===== config.mk =====
export PLATFORM = sky130hd
export DESIGN_NAME = alsu_core
export DESIGN_NICKNAME = d
export VERILOG_FILES = /design/src/rtl/alsu_core.sv
export SDC_FILE = /design/constraint.sdc
export NUM_CORES = 1
export LEC_CHECK = 0
export ABC_AREA = 1
export BUFFER_PORTS_ARGS = -buffer_cell sky130_fd_sc_hd__buf_2
export CAP_MARGIN = 20
export CORE_UTILIZATION = 40
export CTS_BUF_LIST = sky130_fd_sc_hd__clkbuf_4 sky130_fd_sc_hd__clkbuf_8
export DETAILED_ROUTE_END_ITERATION = 10
export GPL_TIMING_DRIVEN = 0
export SYNTH_ARGS = -nofsm -noshare
export SYNTH_HDL_FRONTEND = slang
export SYNTH_SLANG_ARGS = --single-unit
export TNS_END_PERCENT = 50

===== constraint.sdc =====
create_clock -name clk -period 4.96 [get_ports clk]
set_input_delay 0.744 -clock clk [delete_from_list [all_inputs] [get_ports clk]]
set_output_delay 0.744 -clock clk [all_outputs]
set_load 0.005 [all_outputs]

===== src/rtl/alsu_core.sv =====
// alsu_core: handshaked arithmetic-logic-shift unit with a 2W-bit result register.
// MULT iterates one shift-add partial product per cycle; other operations take one cycle.
// Optional build macro ALSU_LED_BLINK_EN: leds blink while err is set (else leds tied to 0).
module alsu_core #(
  parameter int unsigned W              = 3,
  parameter int unsigned LED_W          = 16,
  parameter int unsigned FULL_ADDER     = 1,
  parameter string       INPUT_PRIORITY = "A"
) (
  input  logic             clk,
  input  logic             rst,
  input  logic             in_valid,
  output logic             in_ready,
  input  logic [W-1:0]     A,
  input  logic [W-1:0]     B,
  input  logic [2:0]       opcode,
  input  logic             cin,
  input  logic             serial_in,
  input  logic             direction,
  input  logic             red_op_A,
  input  logic             red_op_B,
  input  logic             bypass_A,
  input  logic             bypass_B,
  output logic             out_valid,
  input  logic             out_ready,
  output logic [2*W-1:0]   out,
  output logic             err,
  output logic [LED_W-1:0] leds
);

  localparam int unsigned RW     = 2 * W;
  localparam int unsigned SW     = W + 1;
  localparam int unsigned CW     = $clog2(W + 1);
  localparam bit          PrioB  = (INPUT_PRIORITY == "B");
  localparam bit          UseCin = (FULL_ADDER != 0);

  localparam logic [2:0] OpOr     = 3'd0;
  localparam logic [2:0] OpXor    = 3'd1;
  localparam logic [2:0] OpAdd    = 3'd2;
  localparam logic [2:0] OpMult   = 3'd3;
  localparam logic [2:0] OpShift  = 3'd4;
  localparam logic [2:0] OpRotate = 3'd5;

  typedef enum logic [1:0] {StIdle, StMul, StDone} state_e;

  state_e        state_q;
  logic [RW-1:0] out_q;
  logic [RW-1:0] mcand_q;
  logic [RW-1:0] acc_q;
  logic [W-1:0]  mplier_q;
  logic [CW-1:0] cnt_q;
  logic          out_valid_q;
  logic          err_q;
  logic          err_d;

  logic          invalid;
  logic          is_mul;
  logic          sel_b;
  logic          red_b;
  logic          red_bit;
  logic          mul_last;
  logic [W-1:0]  red_src;
  logic [SW-1:0] sum;
  logic [RW-1:0] res;
  logic [RW-1:0] pp_sum;

  assign in_ready  = (state_q == StIdle);
  assign out_valid = out_valid_q;
  assign out       = out_q;
  assign err       = err_q;
  assign mul_last  = (cnt_q == CW'(W - 1));

  // Decode the presented operation and form the single-cycle result and next err.
  always_comb begin
    invalid = (opcode > OpRotate) ||
              ((red_op_A || red_op_B) && (opcode != OpOr) && (opcode != OpXor));
    is_mul  = !invalid && !bypass_A && !bypass_B && (opcode == OpMult);
    sel_b   = bypass_B && (!bypass_A || PrioB);
    red_b   = red_op_B && (!red_op_A || PrioB);
    red_src = red_b ? B : A;
    red_bit = (opcode == OpXor) ? ^red_src : |red_src;
    sum     = {1'b0, A} + {1'b0, B} + SW'(cin & UseCin);

    res = '0;
    if (!invalid) begin
      if (bypass_A || bypass_B) begin
        res = sel_b ? RW'(B) : RW'(A);
      end else begin
        case (opcode)
          OpOr:     res = (red_op_A || red_op_B) ? RW'(red_bit) : RW'(A | B);
          OpXor:    res = (red_op_A || red_op_B) ? RW'(red_bit) : RW'(A ^ B);
          OpAdd:    res = RW'(sum);
          OpShift:  res = direction ? {out_q[RW-2:0], serial_in} : {serial_in, out_q[RW-1:1]};
          OpRotate: res = direction ? {out_q[RW-2:0], out_q[RW-1]} : {out_q[0], out_q[RW-1:1]};
          default:  res = '0;
        endcase
      end
    end

    pp_sum = mplier_q[0] ? (acc_q + mcand_q) : acc_q;

    // err changes only when an operation completes.
    err_d = err_q;
    if ((state_q == StIdle) && in_valid && !is_mul) begin
      err_d = invalid;
    end else if ((state_q == StMul) && mul_last) begin
      err_d = 1'b0;
    end
  end

  // Control FSM with registered result, valid and multiplier datapath.
  always_ff @(posedge clk or negedge rst) begin
    if (!rst) begin
      state_q     <= StIdle;
      out_q       <= '0;
      out_valid_q <= 1'b0;
      err_q       <= 1'b0;
      mcand_q     <= '0;
      acc_q       <= '0;
      mplier_q    <= '0;
      cnt_q       <= '0;
    end else begin
      err_q <= err_d;
      case (state_q)
        StIdle: begin
          if (in_valid) begin
            if (is_mul) begin
              mcand_q  <= RW'(A);
              mplier_q <= B;
              acc_q    <= '0;
              cnt_q    <= '0;
              state_q  <= StMul;
            end else begin
              out_q       <= res;
              out_valid_q <= 1'b1;
              state_q     <= StDone;
            end
          end
        end
        StMul: begin
          if (mul_last) begin
            out_q       <= pp_sum;
            out_valid_q <= 1'b1;
            state_q     <= StDone;
          end else begin
            acc_q    <= pp_sum;
            mcand_q  <= mcand_q << 1;
            mplier_q <= mplier_q >> 1;
            cnt_q    <= cnt_q + CW'(1);
          end
        end
        StDone: begin
          if (out_ready) begin
            out_valid_q <= 1'b0;
            state_q     <= StIdle;
          end
        end
        default: state_q <= StIdle;
      endcase
    end
  end

`ifdef ALSU_LED_BLINK_EN
  logic [LED_W-1:0] leds_q;

  // Blink while err is set: all ones on the cycle err rises, then invert every clock.
  always_ff @(posedge clk or negedge rst) begin
    if (!rst) begin
      leds_q <= '0;
    end else if (!err_d) begin
      leds_q <= '0;
    end else if (!err_q) begin
      leds_q <= '1;
    end else begin
      leds_q <= ~leds_q;
    end
  end

  assign leds = leds_q;
`else
  assign leds = '0;
`endif

endmodule


* Word-level counts from Yosys, hierarchy flattened
Index checks and enable logic that the tools add are counted.
** Storage, ports and cells
- Bits in registers :: 27
- Output and inout port bits :: 25
- Word-level logic and storage cells :: 103
** Operators by class
- Add/sub/neg operators :: 4
- Magnitude comparators :: 1
- Eq/ne operators :: 15
- Muxes and demuxes :: 43
- Bitwise gates (word level) :: 2
- Reductions and logical operators :: 30
** Operator list (number)
- $mux W6 :: 14
- $pmux W6 S2 :: 3
- $pmux W6 S5 :: 1
- $mux W3 :: 7
- $mux W2 :: 7
- $logic_and A1 B1 Y1 :: 10
- $ne A2 B2 Y1 const B :: 5
- $reduce_and A4 Y1 :: 2
- $mux W1 :: 7
- $add A6 B6 Y6 :: 1
- $eq A3 B2 Y1 const B :: 2
- $eq A3 B3 Y1 const B :: 2
- $pmux W2 S3 :: 1
- $pmux W3 S2 :: 1
- $reduce_bool A3 Y1 :: 2
- $logic_not A1 Y1 :: 5
- $reduce_and A5 Y1 :: 1
- $add A3 B3 Y4 :: 1
- $add A4 B1 Y4 :: 1
- $eq A2 B2 Y1 const B :: 2
- $pmux W2 S2 :: 1
- $reduce_bool A2 Y1 :: 2
- $eq A3 B1 Y1 const B :: 1
- $gt A3 B3 Y1 const B :: 1
- 13 further kinds :: 15

* Depth between registers and ports, before layout
Gate-level depths: netlist of the first run.
- Depth in word-level cells :: 12
- Mapped depth :: 16

* Worst setup path after synthesis of the first run
No wires, ideal clock.
- Path kind :: input-to-reg
- From :: input port A[0]
- To :: register out_q[2] (netlist: out[2])
- Setup time :: 0.122 ns
- Arrival time :: 1.945 ns
- Data required time :: 4.838 ns
- Slack :: 2.893 ns
- Cell stages on the path :: 9
- Path buffers :: 0
- Path through :: fa_1 inv_1 fa_1 xor2_1 nor2_1 a21oi_1 nand3_1 a21oi_1 o21ai_1
** On the way
- Cells in the longest elaborated chain, start to end :: 8
** RTL lines
- start: declaration :: line 14 : input logic [W-1:0] A,
- $add A3 B3 Y4 :: line 82 : sum = {1'b0, A} + {1'b0, B} + SW'(cin & UseCin);
- $add A4 B1 Y4 :: line 82
- $pmux W6 S5 :: line 89 : case (opcode)
- $mux W6 :: line 86 : if (bypass_A || bypass_B) begin
- $mux W6 :: line 85 : if (!invalid) begin
- $mux W6 :: line 127 : if (is_mul) begin
- $mux W6 :: line 126 : if (in_valid) begin
- $pmux W6 S2 :: line 124 : case (state_q)
- end signal: assignment :: line 134 : out_q <= res;
- end signal: assignment :: line 142 : out_q <= pp_sum;
- end: declaration :: line 47 : logic [RW-1:0] out_q;
Every way passes these cells. The select of a mux whose other input is x is not followed.
A chain may end at the register's enable or synchronous reset.

* Worst setup path in the final report of the first run
- From :: input port B[0]
- To :: register out_q[2] (netlist: out[2])
** On the way
- Cells in the longest elaborated chain, start to end :: 8
** RTL lines
- start: declaration :: line 15 : input logic [W-1:0] B,
- $add A3 B3 Y4 :: line 82
- $add A4 B1 Y4 :: line 82
- $pmux W6 S5 :: line 89
- $mux W6 :: line 86
- $mux W6 :: line 85
- $mux W6 :: line 127
- $mux W6 :: line 126
- $pmux W6 S2 :: line 124
Every way passes these cells. The select of a mux whose other input is x is not followed.

==> results.md, run 1 <==
- First-pass GRT wire length: 8.197 mm
- CP required: 5.13 ns
- Fin. Hold Viols: 0
- CTS Buf Count: 3
- Vias: 1933
- Fin. max-slew vios: 0
- Crit path max fanout: 5
- FFs w/ async S/R, synth: 100.0%
- Hold buffer count at CTS: 0
- CTS clk-pin slew, worst paths: 0.09 ns
- Post-synthesis cell count: 302
- Initial antenna violation count: 0
- Setup TNS: 0 ns
- Minimum clock period: 2.048 ns
- Number of synthesized flops with an enable pin: 0
- Syn Area/Cell: 6.998 um^2
- Status: finished clean
- Synth Warn #: 0
- Total gr overflow: 0
- I/O pin total: 45
- Area grow syn2layout: 15.39%
- Cell family with most CP delay: adder cells
- Fin crit share: 41.29%
- Fill cell count: 537
- Root Buffer: clkbuf_8
- Max stage delay on crit path: 0.43 ns
- PostCTS Resize Cnt: 0
- Initial Util: 41.38%
- Rows: 26
- Clock Latency Late Sink: 0.27 ns
- Yosys top cell area share: 31.97%
- Synth area leaders: dfrtp_1, nand2_1, inv_1
- Max-slew headroom: 58.61%
- Total of max-cap violations: 0
- Worst clock skew: 0.004506 ns
- Power Total: 1.167 mW
- Largest area contributor in the netlist: dfrtp_1
- Post-CTS setup buffers: 0
- H-Tree Depth: 1
- Register area share after synthesis: 31.97%
- Die Y: 74.69 um
- WP data arrival: 2.22 ns
- Overall routed net length: 4.742 mm
- Placed Area: 2392 um^2
- Buffers & Inverters on Critical Path: 2
- CTS tree: yes
- Setup WS pre-CTS: 2.607 ns
- Slew @ Worst Pin: 0.6209 ns
- Initial DRT Pass Iterations: 4
- Power Density: 478.5 nW/um^2
- Final WS setup: 2.912 ns
- Total Routing Usage GR: 19.30%
- DP Wirelength: 3.841 mm
- Worst hold path type: input port to asynchronous set/reset pin
- Die area: 5578 um^2
- I/O Buffers: 27
- Vias/cell: 4.624
- Netlist cell types: 30
- Clock tree buffer depth: 2
- Critical path launch point type: input port
- Critical path class: input port to flop
- Vias in the first global route: 1767
- Setup violations, final: 0
- Core area: 5107 um^2
- Yosys reg bits: 27
- Layout cells sized above 1: 17.24%
- Die width: 74.69 um
- Critical path endpoint category: flop
- Peak Freq: 488.3 MHz
- GPL Wtd Cong: 0.8104
- Max IR drop VDD: 0.0003408 V
- DR WL/cell: 11.34 um
- Nets@finish: 384
- RSZ-0062 raised after global routing: no
- Synth Cell Area: 2113 um^2
- CTS sink cnt: 27
- ANT cells: 0
- Drt initial violations: 76
- Predominant post-synthesis flop cell: dfrtp_1
- Routed Antenna Nets: 0
- Static Leak: 1.337 nW
- Crit path cell chain: buf_2 > fa_1 > inv_1 > fa_1 > xor2_1 > nor2_1 > a21oi_1 > nand3_1 > a21oi_1 > o21ai_1
- Cell area after layout: 2439 um^2
- Crit path max-delay cell type: fa_1
- DR DRC count: 0
- Largest net degree at the start of global routing: 28
==> flip-flops by register name, summed over array words and instances (netlist names) <==
signal and flops:
out 6, out_valid 1, err 1, acc_q 6
state_q 2, mcand_q 6, cnt_q 2, mplier_q 3
==> per-layer routing <==
metal  global-route usage (%)  wire length, um  share of wire [%]  vias up
li1                         -                -                  -     1031
met1                    28.39             2385                 50      847
met2                    30.53             2121                 45       53
met3                    3.347              221                4.7        2
met4                    2.516               14               0.30        0
met5                        0                0                  0        -
==> where the power goes <==
part           internal [mW]  switching (mW)  leakage, nW
clock                 0.0563          0.0695       0.0255
combinational          0.245           0.386        0.967
sequential             0.326          0.0830        0.345
total                  0.628           0.539         1.34
==> area by class of cell <==
cell class	count	area [um^2]	area share [%]
well taps	70	87.58	3.592
clock inverters	1	5.005	0.2052
multi-input cells	224	1175	48.18
plain buffers	21	150.1	6.157
repair buffers	27	135.1	5.541
inverters	45	168.9	6.927
flip-flops and latches	27	675.6	27.71
clock buffers	3	41.29	1.693
==> stage by stage <==
step / cells / hold WS (ns) / utilization (%)
2_1_floorplan: 317 / 0.4484 / -
3_3_place_gp: 414 / 0.4598 / 46.84
3_5_place_dp: 414 / 0.4579 / 46.84
4_1_cts: 418 / 0.4817 / 47.75
5_1_grt: 418 / 0.5021 / 47.75
6_report: 418 / 0.4690 / 47.75
==> cells in the mapped netlist (3+ instances only) <==
master,number
o22ai_1,6
ha_1,12
nand2_1,67
nand3_1,13
o211ai_1,6
inv_1,43
buf_2,3
buf_4,16
fa_1,3
o21ai_1,7
o21ai_0,19
nor2_1,38
dfrtp_1,27
a21oi_1,18
==> final timing paths <==
check | to | slack, ns | from | depth (start not counted)
worst max-delay path | out[2] | 2.91 | B[0] | 10
worst min-delay path | acc_q[4] | 0.47 | rst | 1
worst max register to register | acc_q[4] | 3.02 | mcand_q[0] | 8
worst min register to register | err | 0.48 | err | 2
max in group asynchronous | acc_q[1] | 4.08 | rst | 1
min in group clk | err | 0.48 | err | 2
==> layout by cell type (no fill, tap or decap), drive strengths merged <==
cell    synthesis  routed
nand3          13      13
clkbuf          1       4
inv            45      45
xor2            2       2
a31oi           1       1
buf            20      47
nor3            2       2
nand4           1       1
ha             12      12
clkinv          0       1
fa              3       3
o21ai          28      28
nor2           40      40
nand2          68      68
or2             2       2
a21oi          18      18
o211ai          6       6
conb            1      16
o221ai          1       1
a21boi          1       1
dfrtp          27      27
o31ai           2       2
o22ai           6       6
xnor2           2       2
==> cells by family (layout without fill, tap and decap cells) <==
family	count (synthesis)	count (layout)	synth area share [%]
other	1	16	0.1774
flip-flops	27	27	31.97
AO/OA/AOI/OAI	63	63	16.93
XOR/XNOR	4	4	1.658
adder cells (fa/ha/maj)	15	15	9.947
AND/OR/NAND/NOR	126	126	24.22
buffers and inverters	66	97	15.10
No activity file was read; power rests on OpenSTA's default activity.
==> run 2: changes to the inputs <==
==> constraint.sdc (replaced) <==
create_clock -name clk -period 1.82 [get_ports clk]
set_input_delay 0.273 -clock clk [delete_from_list [all_inputs] [get_ports clk]]
set_output_delay 0.273 -clock clk [all_outputs]
set_load 0.005 [all_outputs]
==> results.md, run 2 (synthesis results as in run 1) <==
- Failing checks: hold timing
- First-pass GRT wire length: 8.293 mm
- I/O pin total: 45
- Core area: 5107 um^2
- Peak Freq: 580.5 MHz
- CTS sink cnt: 27
- CTS tree: yes
- Seq pwr share: 32.4%
- Most common cell after layout, fill and taps aside: nand2_1
- Area grow syn2layout: 20.19%
- Vias/cell: 4.597
- Fin. Hold Viols: 15
- Worst hold path type: input port to asynchronous set/reset pin
- Minimum clock period: 1.723 ns
- Max stage delay on crit path: 0.44 ns
- Die width: 74.69 um
- Critical path launch point type: flop
- H-Tree Depth: 1
- P_int: 1.889 mW
- Final hold slack: -0.008736 ns
- Clock power share: 10.0%
- Placed Area: 2392 um^2
- Power Total: 3.473 mW
- Worst clock skew: 0.007934 ns
- WP data arrival: 1.89 ns
- Nets@finish: 390
- Critical path class: flop to flop
- Crit path cell chain: ha_2 > fa_2 > o21ai_0 > a21boi_0 > a31oi_1
- Vias: 1949
- Initial DRT Pass Iterations: 4
- Max IR drop VDD: 0.0008965 V
- Crit path max-delay cell type: fa_2
- Sw Share: 45.61%
- Setup WS pre-CTS: -0.1288 ns
- Buffers & Inverters on Critical Path: 0
- Clock Latency Late Sink: 0.28 ns
- Critical path endpoint category: flop
- Vias in the first global route: 1793
- Fin crit share: 94.65%
- Total gr overflow: 0
- Routed Antenna Nets: 0
- Initial Util: 41.38%
- Final WS setup: 0.09735 ns
- Fill cell count: 524
- R2R setup slack: 0.1 ns
- Static Leak: 1.370 nW
- Layout cells sized above 1: 21.47%
- CTS clk-pin slew, worst paths: 0.10 ns
- Most frequent cells in the layout: nand2_1, inv_1, nor2_1, buf_2, dfrtp_1
- Total of max-cap violations: 0
- Clock tree buffer depth: 2
- ANT cells: 0
- CP required: 1.99 ns
- DR DRC count: 0
- Switching pwr: 1.584 mW
- Status: finished, violations left
- Final Non-Filler Cells: 424
- Cell family with most CP delay: adder cells
- DP Wirelength: 3.841 mm
- DR WL/cell: 11.44 um
- Root Buffer: clkbuf_8
- Die area: 5578 um^2
- Fin. max-slew vios: 0
- Placed insts: 414
- Rows: 26
- Share of power burned in combinational logic: 57.5%
- GPL Wtd Cong: 0.8104
- Hold buffer count at CTS: 0
- Setup violations, final: 0
- Drt initial violations: 105
- I/O Buffers: 27
- Die Y: 74.69 um
- Overall routed net length: 4.851 mm
- Total Routing Usage GR: 19.50%
- Cell area after layout: 2540 um^2
- CTS Buf Count: 3
- Layout Utilization: 49.73%
- Crit path max fanout: 3
- Power Density: 1367 nW/um^2
- Slew @ Worst Pin: 0.6115 ns
- Initial antenna violation count: 0
- Max-slew headroom: 59.24%
- Largest net degree at the start of global routing: 28
run 2: cell types whose count changed in the layout (fill, tap and decap cells not counted), moves of 2 or more:
| cell | change |
|---|---|
| nand2_2 | +3 |
| buf_6 | +2 |
| buf_4 | +5 |
| nor2_1 | -2 |
| nand2_1 | -3 |
run 2: timing repair:
action,CTS,global route
pin swaps,1,2
setup buffers,2,3
resized for setup,7,12
setup endpoints to repair,17,20
cloned,0,1
run 2: final cells by class:
| type | instances | area (um^2) | share of cell area [%] |
|---|---|---|---|
| tap | 70 | 87.58 | 3.448 |
| sequential | 27 | 675.6 | 26.60 |
| multi-input combinational | 224 | 1219 | 47.98 |
| clock buffer | 3 | 41.29 | 1.626 |
| clock inverter | 1 | 5.005 | 0.1970 |
| timing repair buffer | 33 | 183.9 | 7.241 |
| buffer | 21 | 156.4 | 6.158 |
| inverter | 45 | 171.4 | 6.749 |
run 2: layer usage:
layer	wire length (um)	up-vias	global-route usage [%]
li1	-	1041	-
met1	2336	848	28.14
met2	2223	56	31.53
met3	270	4	3.347
met4	20	0	2.516
met5	0	-	0
run 2: final timing paths:
check | from | cells past startpoint | to
worst max-delay path | acc_q[0] | 5 | out[1]
worst min-delay path | rst | 1 | acc_q[5]
worst max register to register | acc_q[0] | 5 | out[1]
worst min register to register | err | 2 | err
max in group asynchronous | rst | 1 | mcand_q[2]
min in group clk | in_valid | 3 | err
run 2: power groups by stage:
stage | clock [mW] | sequential (mW) | combinational [mW]
after floorplan | 0 | 1.08 | 1.27
after global placement | 0 | 1.13 | 1.70
after detailed placement | 0 | 1.13 | 1.73
after CTS | 0.360 | 1.12 | 1.86
after global routing | 0.388 | 1.17 | 2.29
final | 0.349 | 1.13 | 2.00
run 2: through the flow:
step	TNS (ns)	hold WS [ns]
2_1_floorplan	0	-0.02259
3_3_place_gp	-0.5640	0.3288
3_5_place_dp	-0.7501	0.3291
4_1_cts	0	0.02049
5_1_grt	-0.002512	0.03919
6_report	0	-0.008736
run 2: worst register-to-register path, stage by stage (launching register included):
cell,delay (ns)
dfrtp_1,0.37
ha_2,0.21
fa_2,0.44
o21ai_0,0.24
a21boi_0,0.25
a31oi_1,0.11
